<file path="src/rtl/cam_match_resolver.sv">
// cam_match_resolver
//   Takes decoded (one-hot / multi-hot) match vectors from the CAM wrapper
//   and turns each one into a stream of binary row addresses. The lowest
//   index comes out first, and one address is sent per valid/ready beat.
//   For every accepted vector the block also reports:
//     - the popcount of the vector,
//     - whether two or more rows matched,
//     - a one-cycle no-match pulse when no row matched.
//
// Ports
//   clk                    system clock, rising edge
//   rst                    asynchronous reset, active low
//   match_valid            decoded_match_address is valid this cycle
//   decoded_match_address  match vector, bit i = row i matched
//   match_ready            resolver can accept a vector (idle, no flush)
//   flush                  synchronous abort of the vector in flight
//   match_addr             index of the lowest pending matched row
//   match_addr_valid       match_addr is valid
//   match_addr_ready       consumer takes match_addr
//   match_last             current beat is the final address of the vector
//   no_match               one-cycle pulse: accepted vector was all zeros
//   multi_match            last accepted vector had >= 2 bits set (held)
//   match_count            popcount of last accepted vector (held)
module cam_match_resolver #(
   parameter int CAM_DEPTH  = 8,
   parameter int ADDR_WIDTH = 3
) (
   input  logic                  clk,
   input  logic                  rst,
   input  logic                  match_valid,
   input  logic [CAM_DEPTH-1:0]  decoded_match_address,
   output logic                  match_ready,
   input  logic                  flush,
   output logic [ADDR_WIDTH-1:0] match_addr,
   output logic                  match_addr_valid,
   input  logic                  match_addr_ready,
   output logic                  match_last,
   output logic                  no_match,
   output logic                  multi_match,
   output logic [ADDR_WIDTH:0]   match_count
);

   typedef enum logic {
      IDLE = 1'b0,
      EMIT = 1'b1
   } state_t;

   state_t                state_reg;
   logic [CAM_DEPTH-1:0]  pending_reg;
   logic                  no_match_reg;
   logic                  multi_match_reg;
   logic [ADDR_WIDTH:0]   match_count_reg;

   logic [CAM_DEPTH-1:0]  lowest_onehot;
   logic [CAM_DEPTH-1:0]  pending_rest;
   logic [ADDR_WIDTH-1:0] lowest_addr;
   logic                  pending_last;
   logic [ADDR_WIDTH:0]   vec_count;
   logic                  accept;
   logic                  beat;

   // Isolate the lowest set bit. pending & (pending - 1) is the same
   // vector with that bit removed, which is exactly the vector left
   // after the beat.
   assign lowest_onehot = pending_reg & (~pending_reg + CAM_DEPTH'(1));
   assign pending_rest  = pending_reg & (pending_reg - CAM_DEPTH'(1));
   assign pending_last  = (pending_reg != '0) && (pending_rest == '0);

   // Encode the isolated one-hot bit into a binary row index.
   always_comb begin
      lowest_addr = '0;
      for (int i = 0; i < CAM_DEPTH; i++) begin
         if (lowest_onehot[i]) begin
            lowest_addr = lowest_addr | ADDR_WIDTH'(i);
         end
      end
   end

   // Popcount of the incoming vector. It is only captured when a vector
   // is accepted.
   always_comb begin
      vec_count = '0;
      for (int i = 0; i < CAM_DEPTH; i++) begin
         vec_count = vec_count + {{ADDR_WIDTH{1'b0}}, decoded_match_address[i]};
      end
   end

   assign match_ready = (state_reg == IDLE) && !flush;
   assign accept      = match_valid && match_ready;
   assign beat        = (state_reg == EMIT) && match_addr_ready;

   always_ff @(posedge clk or negedge rst) begin
      if (!rst) begin
         state_reg       <= IDLE;
         pending_reg     <= '0;
         no_match_reg    <= 1'b0;
         multi_match_reg <= 1'b0;
         match_count_reg <= '0;
      end else begin
         no_match_reg <= 1'b0;
         if (flush) begin
            // A beat on the same edge is treated as consumed. Nothing
            // else from this vector is sent. Statistics are kept.
            pending_reg <= '0;
            state_reg   <= IDLE;
         end else if (accept) begin
            pending_reg     <= decoded_match_address;
            match_count_reg <= vec_count;
            multi_match_reg <= (vec_count >= (ADDR_WIDTH + 1)'(2));
            if (decoded_match_address != '0) begin
               state_reg <= EMIT;
            end else begin
               no_match_reg <= 1'b1;
            end
         end else if (beat) begin
            pending_reg <= pending_rest;
            if (pending_last) begin
               state_reg <= IDLE;
            end
         end
      end
   end

   // The address outputs depend only on state and pending. They have no
   // combinational path from any input, so they hold under backpressure.
   assign match_addr_valid = (state_reg == EMIT);
   assign match_addr       = lowest_addr;
   assign match_last       = (state_reg == EMIT) && pending_last;
   assign no_match         = no_match_reg;
   assign multi_match      = multi_match_reg;
   assign match_count      = match_count_reg;

endmodule

</file>
<file path="config.mk">
export PLATFORM = sky130hd
export DESIGN_NAME = cam_match_resolver
export DESIGN_NICKNAME = d
export VERILOG_FILES = /design/src/rtl/cam_match_resolver.sv
export SDC_FILE = /design/constraint.sdc
export NUM_CORES = 1
export LEC_CHECK = 0
export ABC_AREA = 1
export CORE_UTILIZATION = 41
export CTS_BUF_LIST = sky130_fd_sc_hd__clkbuf_2
export DETAILED_ROUTE_END_ITERATION = 10
export PLACE_DENSITY = 0.76
export SETUP_SLACK_MARGIN = 0.2
export SYNTH_ARGS = -nofsm -noshare
export SYNTH_HDL_FRONTEND = slang
export SYNTH_SLANG_ARGS = --single-unit
</file>
<file path="constraint.sdc">
create_clock -name clk -period 3.6 [get_ports clk]
set_input_delay 0.72 -clock clk [delete_from_list [all_inputs] [get_ports clk]]
set_output_delay 0.72 -clock clk [all_outputs]
set_load 0.01 [all_outputs]
</file>
==> run_results.csv <==
group,metric,value,unit
floorplanning,rows,18,
routing,initialDrtViolationCount,21,
min_path,min_path_cells,2,
floorplanning,io_pins,25,
timing,period_minus_slack,3.23,ns
min_path,hold_class,"flip-flop to flip-flop",
routing,vias,1026,
routing,wl,2510,µm
worst_setup_path,crit_start,"decoded_match_address[3]",
yosys,ys.flop_type,"dfrtp_1",
timing,tns,0,ns
yosys,syn_avg_cell_area,7.77,µm²
yosys,yosysSeqAreaShare,0.345,
floorplanning,core,2500,µm²
floorplanning,die_w,53.5,µm
routing,firstDrtPassIters,4,
timing,rsz0062_at_grt,"no",
worst_setup_path,worst_path_dominant_cell_family,"adder cells",
timing,hold_violations,0,
clock_tree,cts_tree,"done",
yosys,ys_ff_latch,15,
final_layout,fin_util,0.560,
grt,grt_overflow,0,
worst_setup_path,cp.depth,11,
yosys,yosys.area.top_type_share,0.345,
pwr,internal-power,0.000389,W
worst_setup_path,critPathLaunchType,"primary input",
worst_setup_path,slowest_delay,0.54,ns
routing,wl_per_cell,12.6,µm
timing,max_slew_margin,0.547,
pwr,peakVddDrop,0.358,mV
floorplanning,initial_core_util,0.435,
clock_tree,path_clk_slew,0.14,ns
grt,grt_pass1_vias,1014,
clock_tree,root_buffer,"clkbuf_2",
worst_setup_path,crit_path_max_fanout,2,
yosys,synth_edf_count,0,
pwr,p_sw,0.000249,W
worst_setup_path,worstPathCellList,"dlygate4sd2_1 -> inv_2 -> fa_1 -> fa_1 -> fa_1 -> inv_1 -> ha_2 -> inv_2 -> fa_2 -> or2_4 -> nand4_1",
worst_setup_path,cp_num_buf_inv,4,
final_layout,layout_commonest_cell,"nand2_1",
run,maxCapViolCount,0,
routing,viasPerCell,5.16,
routing,ant_nets,0,
worst_setup_path,slowest_stage,"fa_2",
worst_setup_path,reg2regPathDepth,10,
grt,grt_pass1_wl,4310,µm
final_layout,final.fill_count,243,
worst_setup_path,critPathKind,"primary input to flip-flop",
worst_setup_path,endpoint_kind,"flip-flop",
worst_setup_path,worstReg2RegStart,"match_addr_valid$_DFFE_PN0P_",
clock_tree,clock_latency,0.30,ns
final_layout,final_cell_mix,"43 x nand2_1, 21 x clkdlybuf4s50_1, 19 x inv_1, 15 x dfrtp_1, 10 x nor2_1",
pwr,combPwrFrac,0.505,
min_path,min-delay-start,"match_count[0]$_DFFE_PN0P_",
pwr,p_leak,0.748,nW
clock_tree,cts_hold_buf,0,
final_layout,area_growth,28.7,%
worst_setup_path,worstPathRequired,3.78,ns
final_layout,seq_area,375,µm²
clock_tree,cts_sinks,15,
floorplanning,die_h,53.5,µm
worst_setup_path,cp.arrival,3.41,ns
yosys,yosysTopAreaCell,"dfrtp_1",
yosys,async_flop_share,1.00,
pwr,fin_total_pwr,0.000639,W
yosys,yosysUniqueCellTypes,29,
placed_design,place_ws,-0.289,ns
grt,grt_max_degree,20,
clock_tree,numCtsBuffers,3,
timing,tightestPinTransition,0.677,ns
placed_design,port_buffers,24,
clock_tree,cts_buffer_depth,2,
yosys,mappedNetlistArea,1090,µm²
pwr,switching_share,0.391,
routing,drc,0,
timing,max_freq,310,MHz
yosys,syn_nets,161,
final_layout,multi_input_area,609,µm²
timing,fin_skew,0.0141,ns
yosys,yosys_warnings,0,
final_layout,drive_gt1_frac,0.160,
timing,layout_setup_ws,0.369,ns
timing,drv_slew,0,
clock_tree,postCtsSetupBuffers,0,
outcome,status,"finished clean",
pwr,seqPwrFrac,0.359,
worst_setup_path,cpMostUsedCell,"fa_1",
placed_design,gp_congestion,0.835,
pwr,clkPwrFrac,0.136,
clock_tree,cts_max_level,1,
grt,track_usage,0.216,
timing,setup_viol,0,
grt,antenna_found_initial,0,
final_layout,num_antenna_cells,0,
final_layout,largest_register_ff_count,8,
placed_design,detailed_place_hpwl,2030,µm
floorplanning,dieArea,2860,µm²
timing,period_share,0.897,
pwr,powerDensity,456,nW/µm²
final_layout,finalNetCount,191,
yosys,synthCells,140,
yosys,synthTopCellsByArea,"dfrtp_1 35%, nand2_1 15%, inv_1 7.9%",
[per-layer routing]
| layer | GRT usage | wire length, µm | vias up |
|---|---|---|---|
| li1 | - | - | 501 |
| met1 | 0.264 | 1100 | 493 |
| met2 | 0.363 | 1270 | 25 |
| met3 | 0.0144 | 65 | 7 |
| met4 | 0.136 | 73 | 0 |
| met5 | 0 | 0 | - |
[cell families after synthesis]
| logic type | count (synthesis) | synth area share |
|---|---|---|
| DFF | 15 | 0.345 |
| AOI/OAI and AO/OA | 20 | 0.116 |
| and+or+nand+nor | 69 | 0.310 |
| xor gates and xnor gates | 1 | 0.00806 |
| adders and majority gates | 8 | 0.120 |
| buffers and inverters | 27 | 0.101 |
[area by class of cell]
cell class	count	area share
inverter	26	0.0751
multi-input combinational	98	0.436
timing repair buffer	26	0.180
clock buffer	4	0.0143
tap	30	0.0268
sequential	15	0.268
[worst reg2reg max path: cells and delay by family (launching register included)]
kind / cells / cell delay [ns]
DFF: 1 / 0.46
and+or+nand+nor: 8 / 0.80
buffers and inverters: 2 / 0.20
[path summary, 6_finish.rpt]
| kind | endpoint | slack, ns |
|---|---|---|
| worst max-delay path | multi_match$_DFFE_PN0P_ | 0.37 |
| worst min-delay path | match_count[0]$_DFFE_PN0P_ | 0.50 |
| max in group asynchronous | pending_reg[2]$_DFFE_PN0P_ | 2.36 |
| worst max register to register | match_addr_valid$_DFFE_PN0P_ | 2.05 |
| min in group asynchronous | pending_reg[5]$_DFFE_PN0P_ | 0.80 |
| worst min register to register | match_count[0]$_DFFE_PN0P_ | 0.50 |
[cell usage after synthesis, types with 2 or more instances]
cell type	count
nor2_1	10
inv_1	23
ha_1	4
o221ai_1	2
nand3_1	5
dfrtp_1	15
nand2_1	43
nand2_4	2
o22ai_1	2
o21ai_0	8
fa_1	4
nor2_2	2
nor2_4	2
o21ai_1	3
[power by group through the flow]
stage / clock (W) / combinational, W / sequential, W
after global routing: 0.0000952 / 0.000363 / 0.000234
after floorplan: 0 / 0.000170 / 0.000242
final: 0.0000866 / 0.000323 / 0.000229
after global placement: 0 / 0.000310 / 0.000231
after detailed placement: 0 / 0.000318 / 0.000233
after CTS: 0.0000888 / 0.000326 / 0.000229
[what timing repair did]
| item | 4_1_cts | 5_1_grt |
|---|---|---|
| endpoints found under the setup margin | 2 | 1 |
| pin swaps | 5 | 2 |
| resized for setup | 10 | 0 |
[stage by stage]
step	hold WS, ns	cells	cell area (µm²)
after detailed placement	0.468	195	1380
after global placement	0.465	195	1380
after CTS	0.502	199	1400
after floorplan	0.424	140	1090
final	0.497	199	1400
after global routing	0.524	199	1400
No activity file was read; power rests on OpenSTA's default activity.
